`src/rtl/seg_pkg.sv`:
```
// Shared constants for the 7-segment display path: active-low cathode
// patterns ({g,f,e,d,c,b,a}) and the edit-mode encoding used by time entry.
package seg_pkg;

  localparam logic [6:0] SEG_0    = 7'b1000000;
  localparam logic [6:0] SEG_1    = 7'b1111001;
  localparam logic [6:0] SEG_2    = 7'b0100100;
  localparam logic [6:0] SEG_3    = 7'b0110000;
  localparam logic [6:0] SEG_4    = 7'b0011001;
  localparam logic [6:0] SEG_5    = 7'b0010010;
  localparam logic [6:0] SEG_6    = 7'b0000010;
  localparam logic [6:0] SEG_7    = 7'b1111000;
  localparam logic [6:0] SEG_8    = 7'b0000000;
  localparam logic [6:0] SEG_9    = 7'b0010000;
  localparam logic [6:0] SEG_DASH = 7'b0111111;
  localparam logic [6:0] SEG_OFF  = 7'h7F;

  localparam logic [7:0] AN_OFF   = 8'hFF;

  typedef enum logic [1:0] {
    MODE_NONE = 2'd0,
    MODE_SEC  = 2'd1,
    MODE_MIN  = 2'd2,
    MODE_HRS  = 2'd3
  } mode_e;

  // True when scan slot idx belongs to the digit pair selected by mode.
  function automatic logic slot_selected(input logic [2:0] idx, input logic [1:0] mode);
    logic sel;
    sel = 1'b0;
    case (mode)
      MODE_SEC: sel = (idx == 3'd0) || (idx == 3'd1);
      MODE_MIN: sel = (idx == 3'd2) || (idx == 3'd3);
      MODE_HRS: sel = (idx == 3'd4) || (idx == 3'd5);
      default:  sel = 1'b0;
    endcase
    return sel;
  endfunction

endpackage

```
`src/rtl/bcd_to_seg.sv`:
```
// BCD digit to active-low 7-segment pattern; non-decimal codes show a dash.
module bcd_to_seg
  import seg_pkg::*;
(
  input  logic [3:0] bcd,
  output logic [6:0] seg
);

  // Pure lookup from digit value to cathode pattern.
  always_comb begin
    seg = SEG_DASH;
    case (bcd)
      4'd0:    seg = SEG_0;
      4'd1:    seg = SEG_1;
      4'd2:    seg = SEG_2;
      4'd3:    seg = SEG_3;
      4'd4:    seg = SEG_4;
      4'd5:    seg = SEG_5;
      4'd6:    seg = SEG_6;
      4'd7:    seg = SEG_7;
      4'd8:    seg = SEG_8;
      4'd9:    seg = SEG_9;
      default: seg = SEG_DASH;
    endcase
  end

endmodule

```
`src/rtl/seg_display_scan.sv`:
```
// Time-multiplexed driver for the 8-digit common-anode display. Scans the six
// time digits right to left, marks hh.mm.ss with decimal points and blinks the
// digit pair currently selected for editing.
module seg_display_scan
  import seg_pkg::*;
#(
  parameter int DIGIT_PERIOD = 100000,
  parameter int BLINK_HALF   = 50000000
) (
  input  logic       clk,
  input  logic       reset,
  input  logic [1:0] mode,
  input  logic [3:0] hrstens,
  input  logic [3:0] hrsones,
  input  logic [3:0] mintens,
  input  logic [3:0] minones,
  input  logic [3:0] sectens,
  input  logic [3:0] secones,
  output logic [7:0] an,
  output logic [6:0] seg,
  output logic       dp
);

  localparam int DIV_W = $clog2(DIGIT_PERIOD + 1);
  localparam int BLK_W = $clog2(BLINK_HALF + 1);
  localparam logic [DIV_W-1:0] DIV_LAST = DIV_W'(DIGIT_PERIOD - 1);
  localparam logic [BLK_W-1:0] BLK_LAST = BLK_W'(BLINK_HALF - 1);

  logic [DIV_W-1:0] div_cnt_q, div_cnt_d;
  logic [2:0]       idx_q, idx_d;
  logic [BLK_W-1:0] blink_cnt_q, blink_cnt_d;
  logic             blink_vis_q, blink_vis_d;
  logic [1:0]       mode_q;
  logic [7:0]       an_q, an_d;
  logic [6:0]       seg_q, seg_d;
  logic             dp_q, dp_d;

  logic [3:0]       digit;
  logic [6:0]       digit_seg;
  logic             mode_changed;

  assign mode_changed = (mode != mode_q);

  bcd_to_seg u_bcd_to_seg (
    .bcd (digit),
    .seg (digit_seg)
  );

  // Scan divider and slot index; an out-of-range index recovers to slot 0.
  always_comb begin
    div_cnt_d = div_cnt_q + DIV_W'(1);
    idx_d     = idx_q;
    if (div_cnt_q == DIV_LAST) begin
      div_cnt_d = '0;
      idx_d     = (idx_q == 3'd5) ? 3'd0 : idx_q + 3'd1;
    end
    if (idx_q > 3'd5) begin
      idx_d = 3'd0;
    end
  end

  // Blink timebase; a mode change restarts it visible so the new field shows at once.
  always_comb begin
    blink_cnt_d = blink_cnt_q + BLK_W'(1);
    blink_vis_d = blink_vis_q;
    if (mode_changed) begin
      blink_cnt_d = '0;
      blink_vis_d = 1'b1;
    end else if (blink_cnt_q == BLK_LAST) begin
      blink_cnt_d = '0;
      blink_vis_d = ~blink_vis_q;
    end
  end

  // Next display values for the current slot, with the edited pair blanked in its off phase.
  always_comb begin
    digit = 4'd0;
    case (idx_q)
      3'd0:    digit = secones;
      3'd1:    digit = sectens;
      3'd2:    digit = minones;
      3'd3:    digit = mintens;
      3'd4:    digit = hrsones;
      3'd5:    digit = hrstens;
      default: digit = 4'd0;
    endcase

    if (idx_q <= 3'd5) begin
      an_d  = ~(8'd1 << idx_q);
      seg_d = digit_seg;
    end else begin
      an_d  = AN_OFF;
      seg_d = SEG_OFF;
    end

    if (!(blink_vis_q || mode_changed) && slot_selected(idx_q, mode)) begin
      an_d = AN_OFF;
    end

    dp_d = !((idx_q == 3'd2) || (idx_q == 3'd4));
  end

  // All state and the pin registers update together so anode and cathodes never disagree.
  always_ff @(posedge clk) begin
    if (reset) begin
      div_cnt_q   <= '0;
      idx_q       <= 3'd0;
      blink_cnt_q <= '0;
      blink_vis_q <= 1'b1;
      mode_q      <= mode;
      an_q        <= AN_OFF;
      seg_q       <= SEG_OFF;
      dp_q        <= 1'b1;
    end else begin
      div_cnt_q   <= div_cnt_d;
      idx_q       <= idx_d;
      blink_cnt_q <= blink_cnt_d;
      blink_vis_q <= blink_vis_d;
      mode_q      <= mode;
      an_q        <= an_d;
      seg_q       <= seg_d;
      dp_q        <= dp_d;
    end
  end

  assign an  = an_q;
  assign seg = seg_q;
  assign dp  = dp_q;

endmodule

```
`config.mk`:
```
export PLATFORM = sky130hd
export DESIGN_NAME = seg_display_scan
export DESIGN_NICKNAME = d
export VERILOG_FILES = /design/src/rtl/seg_pkg.sv /design/src/rtl/bcd_to_seg.sv /design/src/rtl/seg_display_scan.sv
export SDC_FILE = /design/constraint.sdc
export NUM_CORES = 1
export LEC_CHECK = 0
export ABC_AREA = 1
export CORE_UTILIZATION = 60
export DETAILED_ROUTE_END_ITERATION = 7
export PLACE_DENSITY = 0.85
export SLEW_MARGIN = 40
export SYNTH_ARGS = -nofsm -noshare
export SYNTH_HDL_FRONTEND = slang
export SYNTH_HIERARCHICAL = 1
export SYNTH_SLANG_ARGS = --single-unit
```
`constraint.sdc`:
```
create_clock -name clk -period 4.3 [get_ports clk]
set_input_delay 0.86 -clock clk [delete_from_list [all_inputs] [get_ports clk]]
set_output_delay 0.86 -clock clk [all_outputs]
set_load 0.02 [all_outputs]
```
[After elaboration in Yosys (flattened, before gate mapping)]
Memories as Yosys holds them, arrays and structs flattened. A register that Yosys moved wholly into a read port is not among the register bits.
Cells that the tools add are included.
Word-level totals
  bits in registers: 58
  bits in read-only memories: 112
  bits of input ports: 28
  output and inout port bits: 16
  memories: 1
Memory list
  (no name shown): depth 16, width 7, read ports 1, clocked after memory_dff 1, wr ports 0, RTL line bcd_to_seg.sv:12  | case (bcd)
Cells by class
  add/subtract/negate cells: 3
  order comparisons: 2
  equality and inequality tests: 11
  shift operators: 1
  muxes and demuxes: 3
  bitwise gates (word level): 3
  reductions and logical operators: 15
Operator list (number)
  adder 26 x 1 -> 26 bit (second input constant): 1
  == test 26 bit (second input constant): 1
  case mux 4 bit (6 select lines): 1
  adder 17 x 1 -> 17 bit (second input constant): 1
  == test 17 bit (second input constant): 1
  inverter 8 bit: 1
  OR reduction 2 bit: 4
  left shift 1 x 3 -> 8 bit (first input constant): 1
  == test 3 x 2 -> 1 bit (second input constant): 2
  == test 3 bit (second input constant): 2
  OR reduction 3 bit: 2
  logical OR 1 bit: 5
  == test 2 bit (second input constant): 2
  adder 3 x 1 -> 3 bit (second input constant): 1
  == test 3 x 1 -> 1 bit (second input constant): 1
  > comparator 3 bit (second input constant): 1
  <= comparator 3 bit (second input constant): 1
  zero test 3 bit: 1
  two-way mux 3 bit: 1
  case mux 1 bit (3 select lines): 1
  == test 2 x 1 -> 1 bit (second input constant): 1
  zero test 1 bit: 2
  != test 2 bit: 1
  inverter 1 bit: 2
  logical AND 1 bit: 1

[Logic depth before layout (Yosys ltp)]
Gate-level depths: netlist (run 1).
  depth in word-level cells: 5
  depth in mapped cells: 15
  depth with buffers taken out: 15

[Cells and area by module]
Netlist (run 1), hierarchy kept.
Modules (own cells, without submodules)
  seg_display_scan: instances 1, cells each 490, area each 3274.4 um^2, sequential area each 1301.2 um^2
  bcd_to_seg: instances 1, cells each 35, area each 187.7 um^2, sequential area each 0.0 um^2

[Least setup slack after synthesis (run 1)]
No wires, ideal clock.
  path kind: input -> register
  from: in hrsones[1]
  to: reg seg_q[3] (netlist: seg[3])
  library setup time: 0.058 ns
  arrival time: 1.777 ns
  path slack: 2.465 ns
  stages on the path: 11
  path buffers: 0
  path through: nand2_1 -> nand2_1 -> nor2_1 -> nand3_1 -> inv_1 -> ha_1 -> nand2_1 -> nand3_1 -> nand2_1 -> inv_1 -> nand2_1
On the way
  word-level cells in the longest chain between the ends: 1
Ends and longest elaborated chain
  from (decl): RTL line seg_display_scan.sv:14  | input logic [3:0] hrsones,
  case mux 4 bit (6 select lines): RTL line seg_display_scan.sv:78  | case (idx_q)
  named net digit[1]: RTL line seg_display_scan.sv:38  | logic [3:0] digit;
  to (decl): RTL line seg_display_scan.sv:35  | logic [6:0] seg_q, seg_d;
The timed path passes the listed nets, and every way through them passes these cells.
A chain may end at the register's enable or synchronous reset.

[Worst setup path in the final report (run 1)]
  from: reg idx_q[1]
  to: reg seg_q[3] (netlist: seg[3])
RTL lines
  from (decl): RTL line seg_display_scan.sv:30  | logic [2:0] idx_q, idx_d;
  from (signal assigned): RTL line seg_display_scan.sv:116  | idx_q <= idx_d;
  == test 3 bit (tied with other cells): RTL line seg_display_scan.sv:78
  case mux 4 bit (6 select lines) *: RTL line seg_display_scan.sv:78
  named net digit[1]: RTL line seg_display_scan.sv:38
Mark *: on every way through the listed nets, which the timed path passes. The rest lies on a longest branch.

==> flow_metrics.py, run 1 <==
metrics = {
    "power": {
        "p_per_area_nw_per_um2": 293,
        "leakagePower_nw": 1.71,
        "ir_worst_vdd_v": 0.000234,
    },
    "clocking": {
        "postCtsSetupBuffers": 0,
        "h-tree-depth": 3,
        "clock-sinks": 65,
        "cts_resized": 0,
        "hold_buffers": 0,
        "clk_path_buf_depth": 2,
        "root_buffer": "clkbuf_8",
        "clock_latency_ps": 340,
        "path_clk_slew_ps": 70,
        "cts_buffers": 9,
        "cts_tree": "done",
    },
    "yosys": {
        "synthCells": 525,
        "synth_seq_cells": 65,
        "synth-xor-area-share_pct": 5.57,
        "yosys.area.top_type": "dfxtp_1",
        "synthSimpleGateAreaFrac_pct": 40.8,
        "synth_top_area_share_pct": 37.6,
        "postSynthNetCount": 562,
        "synth-compound-area-share_pct": 3.61,
        "synth_top_family_by_area": "simple AND/OR/NAND/NOR gates",
        "syn_avg_cell_area_um2": 6.59,
        "synth-seq-area-share_pct": 37.6,
        "synth_cell_types": 28,
        "ys_top_cells_by_area": "dfxtp_1 (38%), nand2_1 (17%), nor2_1 (9.6%)",
        "ys_warn_count": 6,
        "synthMuxAreaShare_pct": 0,
        "synth.cell_area_um2": 3460,
        "synth_fa_ha_area_share_pct": 3.25,
    },
    "sta": {
        "finalCritPeriodShare_pct": 50.1,
        "tightest_slew_ps": 684,
        "timing.final.max_slew_violations": 0,
        "setup_viol_count_final": 0,
        "fin_skew_ps": 9.51,
        "finalHoldViolations": 0,
        "rsz0062_at_grt": "false",
        "maxSlewHeadroom_pct": 54.4,
        "period_needed_ps": 2150,
        "setup_tns_ps": 0,
        "timing.fmax_ghz": 0.465,
    },
    "routing": {
        "drt.antenna.violating_nets": 0,
        "vias": 3302,
        "routed_wl_um": 7560,
        "avgViaCountPerCell": 5.06,
        "first_pass_iters": 6,
        "wl_per_cell_um": 11.6,
        "drt_iter0_markers": 160,
        "route.detailed.drc": 0,
    },
    "worst_setup_path": {
        "r2r-end": "seg[3]",
        "critPathArrivalTime_ps": 2350,
        "critPathKind": "reg2reg",
        "endpoint_kind": "register",
        "cpPeakStageDelay_ps": 410,
        "crit_top_cell": "nand2_1",
        "crit_chain": "inv_1, nand2_1, nor2_1, nand2_1, nand2_1, nor2_1, nand3_1, inv_1, ha_1, nand2_1, nand3_1, nand2_1, inv_1, nand2_1",
        "crit_slowest_cell": "nor2_1",
        "r2r_setup_slack_ps": 2150,
        "timing.critical_path.fanout_max": 6,
        "start_kind": "register",
        "cp.required_ps": 4500,
        "r2r_start": "idx_q[1]",
        "r2r.worst_path.cells": 14,
    },
    "finish": {
        "instances_no_fill": 652,
        "n_antenna_cell": 0,
        "fillers": 457,
        "layout-drive-gt1-share_pct": 7.93,
        "final_nets": 612,
        "syn_to_final_growth_pct": 19.4,
    },
    "placement": {
        "dp_cells": 636,
        "gp_congestion": 0.905,
        "dp_hpwl_um": 5580,
        "io_buffers": 43,
    },
    "flow_run": {
        "drv_cap": 0,
    },
    "die": {
        "die_x_um": 78.0,
        "die_y_um": 78.0,
        "coreArea_um2": 5540,
        "die_area_um2": 6080,
        "num_rows": 27,
        "start_util_pct": 62.5,
        "io_pins": 44,
    },
    "grt": {
        "grt_use_met2_pct": 48.4,
        "met1_usage_pct": 30.9,
        "top_usage_layer": "met2",
        "antenna_found_initial": 0,
        "track_usage_pct": 27.6,
        "grt_max_degree": 27,
        "grt_pass1_vias": 3225,
        "grtUsageMet3_pct": 8.59,
        "grt_overflow": 0,
        "grt_pass1_wl_um": 13300,
    },
    "min_path": {
        "hp-start": "div_cnt_q[0]",
        "whs_path_depth": 1,
        "whs_endpoint": "div_cnt_q[0]",
        "hp-class": "reg2reg",
    },
    "status": {
        "status": "finished, final reports clean",
    },
}
## routing by layer
metal | part of all wire, % | vias up
met5 | 0 | -
met4 | 1.7 | 0
met3 | 5.4 | 21
met2 | 49 | 102
met1 | 44 | 1477
li1 | - | 1702
## metrics by stage
stage                     cell area, um^2  setup WS (ps)  hold WS [ps]  total power, mW  util [%]
after floorplan                      3460           2460           418            0.677         -
after global placement               3940           1810           427            0.715      71.0
after detailed placement             3940           1850           460            0.718      71.1
after CTS                            4130           2150           479             1.22      74.6
after global routing                 4130           1850           489             1.26      74.6
final                                4130           2150           472             1.21      74.6
## Yosys cell counts
cell type / number
conb_1: 1
nand2_4: 2
buf_6: 2
o21ai_1: 1
xor2_1: 13
o21bai_1: 2
nor2_1: 89
and2_1: 2
nor2_4: 1
inv_1: 69
buf_12: 1
nor2_2: 15
o21ai_0: 4
nand3b_1: 3
nor3_1: 1
xnor2_1: 9
a21oi_1: 17
or2_2: 2
nand2_2: 4
nand2_1: 160
nand3_1: 41
inv_2: 2
dfxtp_1: 65
nand4_1: 5
buf_2: 1
and2_0: 1
ha_1: 9
nand3_2: 3
## worst max path at each step
| stage | cells past startpoint | end | start | slack, ps |
|---|---|---|---|---|
| CTS | 1 | seg[1] | seg[1] | 2150 |
| finish | 14 | seg[3] | idx_q[1] | 2150 |
| global placement | 3 | an[1] | reset | 1810 |
| detailed placement | 12 | seg[3] | hrsones[1] | 1850 |
| global route | 14 | seg[3] | idx_q[1] | 1850 |
| floorplan | 11 | seg[3] | hrsones[1] | 2460 |
## sequential cells by signal, indices dropped and copies added (netlist names)
signal / count
div_cnt_q: 17
mode_q: 2
an: 8
dp: 1
blink_vis_q: 1
idx_q: 3
seg: 7
blink_cnt_q: 26
## cell usage in the layout, fill, tap and decap left out, drive strengths merged, types with 13 or more instances in the layout
cell           instances
dfxtp                 65
nand3                 44
nand2                166
clkdlybuf4s50         43
xor2                  13
inv                   71
a21oi                 17
nor2                 105
## layout make-up
type | count | area (um^2) | share of cell area, %
well taps | 72 | 90.1 | 2.18
clock buffers | 9 | 124 | 3.00
flip-flops and latches | 65 | 1300 | 31.5
inverters | 71 | 267 | 6.45
repair buffers | 43 | 430 | 10.4
multi-input cells | 385 | 1850 | 44.8
clock inverters | 7 | 71.3 | 1.73
## power breakdown
group          internal, mW  switching (mW)
Combinational        0.0438          0.0448
Clock                 0.266           0.242
Sequential            0.612         0.00489
## kinds of logic (layout without fill, tap and decap cells)
logic type / count (synthesis) / count (layout)
buffers and inverters: 75 / 130
AO/OA/AOI/OAI: 24 / 24
other: 1 / 1
adder cells (fa/ha/maj): 9 / 9
XOR/XNOR: 22 / 22
AND/OR/NAND/NOR: 329 / 329
flip-flops: 65 / 65
## critical path, delay by kind of cell, from the launching register on
| kind | cells | cell delay [ps] |
|---|---|---|
| simple gates | 10 | 1100 |
| flops | 1 | 350 |
| fa+ha+maj | 1 | 280 |
| buf+inv | 3 | 290 |
Note: power is estimated with default switching activity, not from simulation.
==> run 2, diff against run 1 <==
--- a/config.mk
+++ b/config.mk
@@ -6,9 +6,9 @@
 export NUM_CORES = 1
 export LEC_CHECK = 0
 export ABC_AREA = 1
-export CORE_UTILIZATION = 60
+export CORE_UTILIZATION = 55
 export DETAILED_ROUTE_END_ITERATION = 7
-export PLACE_DENSITY = 0.85
+export PLACE_DENSITY = 0.79
 export SLEW_MARGIN = 40
 export SYNTH_ARGS = -nofsm -noshare
 export SYNTH_HDL_FRONTEND = slang
==> constraint.sdc (replaced) <==
create_clock -name clk -period 2.2 [get_ports clk]
set_input_delay 0.44 -clock clk [delete_from_list [all_inputs] [get_ports clk]]
set_output_delay 0.44 -clock clk [all_outputs]
set_load 0.02 [all_outputs]
==> flow_metrics.py, run 2 (synthesis gave the netlist of run 1 again) <==
metrics = {
    "status": {
        "status": "finished, final reports clean",
    },
    "worst_setup_path": {
        "critPathKind": "reg2reg",
        "cp.required_ps": 2440,
        "timing.critical_path.fanout_max": 5,
        "start_kind": "register",
        "endpoint_kind": "register",
        "critPathArrivalTime_ps": 2240,
    },
    "grt": {
        "grt_pass1_wl_um": 12800,
        "grt_pass1_vias": 3081,
        "antenna_found_initial": 0,
        "grt_overflow": 0,
        "grt_max_degree": 27,
        "track_usage_pct": 25.4,
    },
    "finish": {
        "syn_to_final_growth_pct": 21.8,
        "final_nets": 616,
        "regMostFlops": "blink_cnt_q",
        "layout-drive-gt1-share_pct": 8.39,
        "n_antenna_cell": 0,
        "fillers": 511,
        "final_util_pct": 70.4,
        "final_cell_mix": "nand2_1 (160), nor2_1 (88), inv_1 (69)",
        "mostFrequentLayoutCell": "nand2_1",
        "largest_register_ffs": 26,
    },
    "power": {
        "leakagePower_nw": 1.76,
        "ir_worst_vdd_v": 0.000562,
        "p_total_mw": 2.62,
        "p_per_area_nw_per_um2": 622,
    },
    "die": {
        "die_x_um": 81.3,
        "num_rows": 28,
        "io_pins": 44,
        "start_util_pct": 57.8,
        "die_area_um2": 6620,
        "die_y_um": 81.3,
        "coreArea_um2": 5990,
    },
    "clocking": {
        "clock_latency_ps": 350,
        "root_buffer": "clkbuf_8",
        "clock-sinks": 65,
        "h-tree-depth": 3,
        "path_clk_slew_ps": 70,
        "postCtsSetupBuffers": 0,
        "cts_tree": "done",
        "clk_path_buf_depth": 2,
        "cts_buffers": 9,
    },
    "placement": {
        "io_buffers": 43,
        "dp_hpwl_um": 5600,
        "gp_congestion": 0.907,
    },
    "routing": {
        "route.met3.wl_um": 404,
        "routed_wl_um": 7530,
        "route.detailed.drc": 0,
        "first_pass_iters": 5,
        "vias": 3259,
        "wl_met1_um": 3410,
        "drt.antenna.violating_nets": 0,
        "wl_met2_um": 3510,
        "avgViaCountPerCell": 4.95,
        "drt_iter0_markers": 113,
        "wl_per_cell_um": 11.4,
        "routed.top_layer": "met4",
    },
    "sta": {
        "period_needed_ps": 2000,
        "rsz0062_at_grt": "false",
        "finalHoldViolations": 0,
        "fin_skew_ps": 7.95,
        "setup_viol_count_final": 0,
        "finalCritPeriodShare_pct": 91.0,
        "timing.fmax_ghz": 0.500,
        "setup_tns_ps": 0,
        "timing.final.max_slew_violations": 0,
    },
    "min_path": {
        "hp-class": "reg2reg",
    },
    "flow_run": {
        "drv_cap": 0,
    },
}
-- run 2: changes by cell type in the layout (fill, tap and decap cells not counted), sizes merged --
cell	previous run	this run
buf	0	4
bufinv	1	3
clkinv	3	1
clkinvlp	3	1
clkbuf	9	11
-- run 2: layout make-up --
type                            count  area, um^2  share of cell area, %
Timing Repair Buffer               47         460                   10.9
Tap cell                           75        93.8                   2.23
Clock buffer                       11         141                   3.35
Inverter                           71         267                   6.32
Multi-Input combinational cell    385        1850                   43.9
Clock inverter                      5         103                   2.43
Sequential cell                    65        1300                   30.9
-- run 2: power breakdown --
group	total [mW]	switching (mW)	internal (mW)
clock network	1.25	0.465	0.782
registers	1.20	0.00859	1.20
logic	0.172	0.0850	0.0865
-- run 2: stage by stage --
| stage | hold WS [ps] | instances | setup WS, ps | cell area [um^2] |
|---|---|---|---|---|
| after global placement | 429 | 643 | 263 | 3970 |
| after global routing | 480 | 659 | 2.37 | 4220 |
| after floorplan | 418 | 525 | 475 | 3460 |
| final | 446 | 659 | 198 | 4220 |
| after CTS | 454 | 659 | 239 | 4210 |
| after detailed placement | 439 | 643 | 212 | 3970 |
-- run 2: worst max-delay path, cell delays in order (launching register included) --
cell	delay [ps]
dfxtp_1	350
inv_1	140
nand2_1	130
nor2_1	330
nand2_1	110
nand3_1	150
inv_1	100
ha_1	290
nand2_1	60
nand3_1	90
nand2_1	50
inv_1	50
nand2_1	40
-- run 2: metal layers --
metal / up-vias / global-route usage (%)
li1: 1708 / -
met1: 1430 / 30.0
met2: 100 / 42.9
met3: 21 / 5.17
met4: 0 / 13.6
met5: - / 0
-- run 2: timing repair --
| action | 4_1_cts | 5_1_grt |
|---|---|---|
| setup endpoints to repair | 0 | 1 |
| hold buffers | 0 | 0 |
| endpoints found under the hold margin | 0 | 0 |
| resized for setup | 0 | 1 |
-- run 2: final timing paths --
check,start,endpoint,slack [ps],cells past startpoint
min,div_cnt_q[0],div_cnt_q[0],450,1
min reg2reg,div_cnt_q[0],div_cnt_q[0],450,1
max reg2reg,idx_q[1],seg[3],200,12
max,idx_q[1],seg[3],200,12
